===== config.mk =====
export PLATFORM = sky130hd
export DESIGN_NAME = mem_stage
export DESIGN_NICKNAME = d
export VERILOG_FILES = /design/src/rtl/mem_stage.sv
export SDC_FILE = /design/constraint.sdc
export NUM_CORES = 1
export LEC_CHECK = 0
export BUFFER_PORTS_ARGS = -buffer_cell sky130_fd_sc_hd__buf_2
export CORE_AREA = 4 4 92 180
export DETAILED_ROUTE_END_ITERATION = 12
export DIE_AREA = 0 0 96 184
export GPL_TIMING_DRIVEN = 0
export PLACE_DENSITY = 0.82
export SYNTH_ARGS = -nofsm -noshare
export SYNTH_HDL_FRONTEND = slang
export SYNTH_SLANG_ARGS = --single-unit

===== constraint.sdc =====
create_clock -name clk -period 2 [get_ports clk]
set_input_delay 0.2 -clock clk [delete_from_list [all_inputs] [get_ports clk]]
set_output_delay 0.2 -clock clk [all_outputs]
set_load 0.005 [all_outputs]

===== src/rtl/mem_stage.sv =====
// mem_stage: memory stage of the 24-bit pipeline. Issues loads/stores over a
// req/ready handshake, stalls upstream while an access is in flight, and registers MEM/WB.
module mem_stage #(
  parameter int N       = 24,
  parameter int BW      = 64,
  parameter int WBW     = 60,
  parameter int TIMEOUT = 255
) (
  input  logic           clk,
  input  logic           rst,
  input  logic           en,
  input  logic [BW-1:0]  exBuffer,
  input  logic [N-1:0]   memRData,
  input  logic           memReady,
  output logic           memReq,
  output logic           memWe,
  output logic [N-1:0]   memAddr,
  output logic [N-1:0]   memWData,
  output logic           stall,
  output logic           memErr,
  output logic [WBW-1:0] wbBuffer
);

  localparam int CW = (TIMEOUT > 1) ? $clog2(TIMEOUT) : 1;
  localparam logic [CW-1:0] TO_LAST = CW'(TIMEOUT - 1);

  typedef enum logic [1:0] {
    ST_IDLE,
    ST_WAIT,
    ST_DONE
  } state_t;

  state_t r_state;
  state_t w_nextState;

  logic [N-1:0]   w_exRd3;
  logic [3:0]     w_exRc;
  logic           w_exRegWrite;
  logic           w_exMemToReg;
  logic           w_exMemWrite;
  logic [N-1:0]   w_exAlu;
  logic [3:0]     w_exOpCode;
  logic [1:0]     w_exOpType;
  logic           w_unusedFlags;
  logic           w_isMem;

  logic           r_memReq;
  logic           r_memWe;
  logic [N-1:0]   r_memAddr;
  logic [N-1:0]   r_memWData;
  logic           r_memErr;
  logic [WBW-1:0] r_wbBuffer;
  logic [CW-1:0]  r_count;
  logic [N-1:0]   r_holdData;

  logic [N-1:0]   r_ctlAlu;
  logic [3:0]     r_ctlRc;
  logic           r_ctlRegWrite;
  logic           r_ctlMemToReg;
  logic [3:0]     r_ctlOpCode;
  logic [1:0]     r_ctlOpType;

  logic           w_timeout;
  logic           w_complete;
  logic [N-1:0]   w_respData;
  logic [WBW-1:N] w_exWbCtl;
  logic [WBW-1:N] w_latchedWbCtl;

  logic           w_stall;
  logic           w_startAccess;
  logic           w_wbLoadEx;
  logic           w_wbLoadMem;
  logic           w_wbLoadHold;
  logic           w_holdCapture;

  assign w_exRd3       = exBuffer[23:0];
  assign w_exRc        = exBuffer[27:24];
  assign w_exRegWrite  = exBuffer[28];
  assign w_exMemToReg  = exBuffer[29];
  assign w_exMemWrite  = exBuffer[30];
  assign w_exAlu       = exBuffer[57:34];
  assign w_exOpCode    = exBuffer[61:58];
  assign w_exOpType    = exBuffer[63:62];
  // Branch/neg/zero flags are resolved in execute and are not carried forward.
  assign w_unusedFlags = ^exBuffer[33:31];

  assign w_isMem = w_exMemToReg | w_exMemWrite;

  assign w_exWbCtl      = {w_exOpType, w_exOpCode, w_exRegWrite, w_exMemToReg, w_exRc, w_exAlu};
  assign w_latchedWbCtl = {r_ctlOpType, r_ctlOpCode, r_ctlRegWrite, r_ctlMemToReg, r_ctlRc, r_ctlAlu};

  // A timeout completes the access like a ready strobe, but with no data.
  assign w_timeout  = (r_state == ST_WAIT) && !memReady && (r_count == TO_LAST);
  assign w_complete = (r_state == ST_WAIT) && (memReady || w_timeout);
  assign w_respData = (r_ctlMemToReg && memReady) ? memRData : '0;

  always_ff @(posedge clk or negedge rst) begin
    if (!rst) begin
      r_state <= ST_IDLE;
    end else begin
      r_state <= w_nextState;
    end
  end

  always_comb begin
    w_nextState = r_state;
    case (r_state)
      ST_IDLE: begin
        if (en && w_isMem) begin
          w_nextState = ST_WAIT;
        end
      end
      ST_WAIT: begin
        if (w_complete) begin
          w_nextState = en ? ST_IDLE : ST_DONE;
        end
      end
      ST_DONE: begin
        if (en) begin
          w_nextState = ST_IDLE;
        end
      end
      default: w_nextState = ST_IDLE;
    endcase
  end

  always_comb begin
    w_stall       = 1'b0;
    w_startAccess = 1'b0;
    w_wbLoadEx    = 1'b0;
    w_wbLoadMem   = 1'b0;
    w_wbLoadHold  = 1'b0;
    w_holdCapture = 1'b0;
    case (r_state)
      ST_IDLE: begin
        if (en) begin
          if (w_isMem) begin
            w_stall       = 1'b1;
            w_startAccess = 1'b1;
          end else begin
            w_wbLoadEx = 1'b1;
          end
        end
      end
      ST_WAIT: begin
        w_stall = ~(w_complete & en);
        if (w_complete) begin
          w_wbLoadMem   = en;
          w_holdCapture = ~en;
        end
      end
      ST_DONE: begin
        w_stall      = ~en;
        w_wbLoadHold = en;
      end
      default: w_stall = 1'b0;
    endcase
  end

  // Stall is forced low while reset is asserted so upstream never sees a stale request.
  assign stall = rst & w_stall;

  always_ff @(posedge clk or negedge rst) begin
    if (!rst) begin
      r_memReq   <= 1'b0;
      r_memWe    <= 1'b0;
      r_memAddr  <= '0;
      r_memWData <= '0;
    end else if (w_startAccess) begin
      r_memReq   <= 1'b1;
      r_memWe    <= w_exMemWrite;
      r_memAddr  <= w_exAlu;
      r_memWData <= w_exRd3;
    end else if (w_complete) begin
      r_memReq <= 1'b0;
      r_memWe  <= 1'b0;
    end
  end

  always_ff @(posedge clk or negedge rst) begin
    if (!rst) begin
      r_ctlAlu      <= '0;
      r_ctlRc       <= '0;
      r_ctlRegWrite <= 1'b0;
      r_ctlMemToReg <= 1'b0;
      r_ctlOpCode   <= '0;
      r_ctlOpType   <= '0;
    end else if (w_startAccess) begin
      r_ctlAlu      <= w_exAlu;
      r_ctlRc       <= w_exRc;
      r_ctlRegWrite <= w_exRegWrite;
      r_ctlMemToReg <= w_exMemToReg;
      r_ctlOpCode   <= w_exOpCode;
      r_ctlOpType   <= w_exOpType;
    end
  end

  always_ff @(posedge clk or negedge rst) begin
    if (!rst) begin
      r_count <= '0;
    end else if (w_startAccess) begin
      r_count <= '0;
    end else if ((r_state == ST_WAIT) && !memReady && !w_timeout) begin
      r_count <= r_count + CW'(1);
    end
  end

  always_ff @(posedge clk or negedge rst) begin
    if (!rst) begin
      r_memErr <= 1'b0;
    end else if (w_timeout) begin
      r_memErr <= 1'b1;
    end
  end

  always_ff @(posedge clk or negedge rst) begin
    if (!rst) begin
      r_holdData <= '0;
    end else if (w_holdCapture) begin
      r_holdData <= w_respData;
    end
  end

  always_ff @(posedge clk or negedge rst) begin
    if (!rst) begin
      r_wbBuffer <= '0;
    end else if (w_wbLoadEx) begin
      r_wbBuffer <= {w_exWbCtl, {N{1'b0}}};
    end else if (w_wbLoadMem) begin
      r_wbBuffer <= {w_latchedWbCtl, w_respData};
    end else if (w_wbLoadHold) begin
      r_wbBuffer <= {w_latchedWbCtl, r_holdData};
    end
  end

  assign memReq   = r_memReq;
  assign memWe    = r_memWe;
  assign memAddr  = r_memAddr;
  assign memWData = r_memWData;
  assign memErr   = r_memErr;
  assign wbBuffer = r_wbBuffer;

endmodule


* Word level (Yosys, flattened, before mapping) *
Cells that the tools add are included.
W data, S select, Z words.

word-level totals
  register bits after elaboration = 157
  bits in latches = 0
  bits in writable memories = 0
  bits in read-only memories = 0
  input bits = 92
  output and inout bits = 112
  logic and storage cells = 66
  memories = 0

cells by class
  add/subtract/negate cells = 1
  multipliers = 0
  divide/modulo/power cells = 0
  magnitude comparators = 0
  eq/ne operators = 6
  shift operators = 0
  muxes and demuxes = 26
  bitwise logic cells = 5
  reductions and logical operators = 14

operators with widths
  operator               number
  $mux W60               3
  $mux W24               1
  $mux W8                2
  $mux W1                14
  $add A8 B1 Y8 const B  1
  $eq A8 B8 Y1 const B   1
  $mux W2                4
  $logic_and A1 B1 Y1    6
  $ne A2 B2 Y1 const B   3
  $pmux W2 S3            1
  $reduce_bool A2 Y1     2
  $pmux W1 S3            1
  $reduce_and A3 Y1      1
  $reduce_bool A3 Y1     1
  $and A1 B1 Y1          2
  $eq A2 B1 Y1 const B   1
  $eq A2 B2 Y1 const B   1
  $logic_not A1 Y1       2
  $logic_not A2 Y1       1
  $not A1 Y1             2
  $logic_or A1 B1 Y1     1
  $or A1 B1 Y1           1

* Depth between registers and ports, before layout *
  depth after elaboration = 9
  depth in mapped cells = 8

* Least setup slack after synthesis *
Ideal clock, no wire load.

  path kind = register to register
  from = register r_count[0]
  to = register r_wbBuffer[28] (netlist: wbBuffer[28])
  library setup time = 0.125 ns
  data arrival time = 1.918 ns
  path slack = -0.043 ns
  cell stages (with the launch flop) = 8
  buffers on the path = 1
  cell sequence = dfrtp_1 > inv_1 > ha_1 > nand3_1 > o21ba_4 > a221oi_4 > buf_6 > mux2_2

between the ends
  longest elaborated chain between the ends = 8
  elaborated cells between the ends (all ways) = 9
  those cells by class = eq/ne (1); mux (4); reduce/logical (4)

RTL lines
  element                  RTL line  RTL
  start, declared          53        logic [CW-1:0] r_count;
  start signal, assigned   204       r_count <= r_count + CW'(1);
  $eq A8 B8 Y1 (*)         93        assign w_timeout = (r_state == ST_WAIT) && !memReady && (r_count == TO_LAST);
  $logic_and A1 B1 Y1 (*)  93
  $logic_or A1 B1 Y1 (*)   94        assign w_complete = (r_state == ST_WAIT) && (memReady || w_timeout);
  $logic_and A1 B1 Y1 (*)  94
  $mux W1 (*)              147       if (w_complete) begin
  $mux W1 (*)              134       case (r_state)
  $mux W60                 229       end else if (w_wbLoadMem) begin
  $mux W60                 227       end else if (w_wbLoadEx) begin
  end signal, assigned     228       r_wbBuffer <= {w_exWbCtl, {N{1'b0}}};
  end signal, assigned     230       r_wbBuffer <= {w_latchedWbCtl, w_respData};
  end signal, assigned     232       r_wbBuffer <= {w_latchedWbCtl, r_holdData};
  end, declared            52        logic [WBW-1:0] r_wbBuffer;

Mark *: on every way between the ends. The rest lies on a longest branch, timed or not.
A chain may end at the register's enable or synchronous reset.

* Worst setup path after layout *
  from = register r_count[0]
  to = register r_wbBuffer[10] (netlist: wbBuffer[10])

The elaborated chain is that of the path after synthesis.

==> summary.txt <==
Synthesis
  • Ranking of synthesized cells by area: dfrtp_1, mux2_2, nand2_1, a32o_1, a221o_1
  • Post-synthesis cell type count: 38
  • Yosys Warn Count: 0
  • Leading area contributor after synthesis: dfrtp_1
  • FF+latch count, synth: 157
  • Yosys top cell area share: 0.584
  • Syn nets: 700
  • Mapped Area: 6730 um^2
  • Ys flop type: dfrtp_1
  • Post-synth ARST share: 1.00
  • Post-synth EDFFs: 0
  • Sequential cell area fraction in the yosys report: 0.584
  • Syn Area/Cell: 11.1 um^2
  • Post-synthesis cell count: 606

Clock tree
  • Worst-path clk slew: 0.07 ns
  • CTS tree: done
  • Num CTS Buffers: 17
  • Clock Latency Late Sink: 0.42 ns
  • Clock sink total: 157
  • Hold_buf cts: 59
  • Root Driver: clkbuf_16
  • Max Root-Sink Buffers: 2
  • Htree depth: 4

Floorplanning
  • Top-Level Pins: 204
  • Core area: 15300 um^2
  • Initial Utilization: 0.440
  • DIE AREA: 17700 um^2
  • Die height: 184 um
  • # rows: 64
  • Die W: 96 um

Cells and area
  • Non-Filler Instances: 1108
  • Commonest non-fill, non-tap cell in the layout: nand2_1
  • Final net count: 991
  • Synth-to-Final Area Change: 42.0%
  • Layout cells sized above 1: 0.382
  • Area of the multi-input gates: 2750 um^2
  • Layout Utilization: 0.624
  • ANT cells: 0
  • Fillers: 1195
  • Final instance area: 9550 um^2
  • Most frequent cells in the layout: nand2_1, buf_2, dfrtp_1, dlygate4sd3_1
  • Sequential Area: 3930 um^2

Worst hold path
  • Hold Path Class: input port to asynchronous set/reset pin

Placed design
  • Placed Area: 8020 um^2
  • Placer Congestion: 0.821
  • I/O Buffers: 200
  • Pre-CTS WS: -0.369 ns
  • Placed Instances: 1005
  • Placed wire-length estimate: 13.2 mm

Power and ir drop
  • Leak: 4.96 nW
  • Worst ir drop on vdd: 0.728 mV
  • Power per Cell Area: 1240 nW/um^2

Route
  • Residual DRC count: 0
  • Routed wl met2: 11.4 mm
  • Metal3 WL: 698 um
  • WL final: 20.0 mm
  • 1st-iter DRT viols: 217
  • M1 wire length: 7.22 mm
  • Avg WL per Cell: 18.0 um
  • Antenna viol nets, final: 0
  • Via count: 5714
  • Top sig layer: met4
  • Drt first pass iters: 4
  • DR vias/cell: 5.16

GRT
  • Largest net degree at the start of global routing: 84
  • Number of global-route vias before repair: 6114
  • Initial antenna violation count: 0
  • Grt ovf: 0
  • First-pass GRT wire length: 30.4 mm
  • Global Route Usage Sum: 0.225

Timing
  • Final worst-path cycle share: 1.02
  • Slew headroom: 0.582
  • RSZ-0062 raised after global routing: yes
  • Setup violations, final: 50
  • Final Hold Vio Count: 82
  • Fmax: 490 MHz
  • Final worst slack: -0.0427 ns
  • Clock skew: 0.0117 ns
  • Worst Tran Pin Value: 0.628 ns
  • Worst hold slack: -0.236 ns
  • Fin. max-slew vios: 0
  • Crit path time final: 2.04 ns

Status
  • Status: finished with violations
  • Failing checks: hold timing, setup timing

Worst setup path
  • CP cell instances: inv_1 -> ha_2 -> nand3_4 -> o21ba_4 -> a221o_4 -> buf_8 -> a221o_1
  • Startpoint Class: flop
  • Crit path DAT: 2.34 ns
  • Critical path required time: 2.30 ns
  • Slowest CP cell: a221o_4
  • Largest stage delay, worst path: 0.45 ns
  • CP endpoint kind: flop
  • CP max FO: 6
  • Critical path type: flop to flop

Flow run
  • Max cap viols: 0
## through the flow
stage | total power [W] | TNS [ns] | hold WS (ns)
finish | 0.0118 | -1.17 | -0.236
global route | 0.0125 | -6.11 | -0.204
CTS | 0.0117 | -0.341 | -0.216
detailed placement | 0.00822 | -17.24 | 0.235
global placement | 0.00803 | -271.76 | 0.390
floorplan | 0.00664 | -0.487 | -0.0956
## cell usage after synthesis (2+ instances only)
master      n
o211ai_1    5
buf_2      11
mux2_2     70
a21oi_1     2
a32o_1     26
or3_1       2
o21ai_0     3
nor2_1     34
xor2_1      3
a221o_1    24
ha_1        2
nand2b_1    3
o31ai_1     2
nand3_1     2
buf_6       5
and3_1      2
nand2_1   209
a21o_1      2
clkbuf_1   23
dfrtp_1   157
inv_1       2
## flip-flops by register name, indices dropped and copies added, names as in the netlist, 2 cells and up
register	count
r_ctlOpType	2
r_ctlRc	4
r_ctlAlu	24
r_state	2
r_holdData	24
r_ctlOpCode	4
memWData	24
wbBuffer	60
r_count	8
## path summary, 6_finish.rpt
path / from / end / slack, ns / cells after the start
max reg2reg: r_count[0]$_DFFE_PN0P_ / wbBuffer[10]$_DFFE_PN0P_ / -0.04 / 7
min reg2reg: memErr$_DFFE_PN0P_ / memErr$_DFFE_PN0P_ / 0.47 / 1
max: r_count[0]$_DFFE_PN0P_ / wbBuffer[10]$_DFFE_PN0P_ / -0.04 / 7
max in group asynchronous: rst / memWData[7]$_DFFE_PN0P_ / 1.44 / 2
min in group clk: exBuffer[29] / r_ctlMemToReg$_DFFE_PN0P_ / 0.03 / 3
min: rst / r_holdData[19]$_DFFE_PN0P_ / -0.24 / 1
## where the power goes
part,switching [W],leakage (nW),internal (W)
Clock,0.00138,0.262,0.00165
Combinational,0.00173,2.70,0.00211
Sequential,0.000664,2.00,0.00429
## final cells by class
class | instances | area share
clock buffer | 19 | 0.0464
buffer | 38 | 0.0254
multi-input combinational | 407 | 0.288
timing repair buffer | 274 | 0.191
tap | 198 | 0.0259
inverter | 2 | 0.000786
clock inverter | 13 | 0.0111
sequential | 157 | 0.411
## critical path: cells and delay by family, from the launching register on
kind,cells,cell delay [ns]
AO/OA/AOI/OAI,3,1.03
flip-flops,1,0.39
buffers and inverters,2,0.22
adder cells (fa/ha/maj),1,0.19
AND/OR/NAND/NOR,1,0.10
## kinds of logic (layout without fill, tap and decap cells)
group | Yosys count | after routing | share of synthesized area
simple gates | 261 | 261 | 0.157
xor+xnor | 4 | 4 | 0.00521
flops | 157 | 157 | 0.584
mux | 70 | 70 | 0.117
buf+inv | 42 | 346 | 0.0311
fa+ha+maj | 2 | 2 | 0.00372
compound gates | 70 | 70 | 0.101
## repair_timing
item / 4_1_cts / 5_1_grt
setup buffers: 9 / 1
gates cloned: 1 / 3
pin swaps: 4 / 23
hold endpoints to repair: 141 / 82
setup endpoints to repair: 115 / 129
gates resized for setup: 44 / 24
## per-layer routing
metal,vias up,track usage
met1,2838,0.227
met4,0,0.114
met5,-,0
met2,171,0.425
li1,2661,-
met3,44,0.0381
Power figures use the tool's default switching activity.
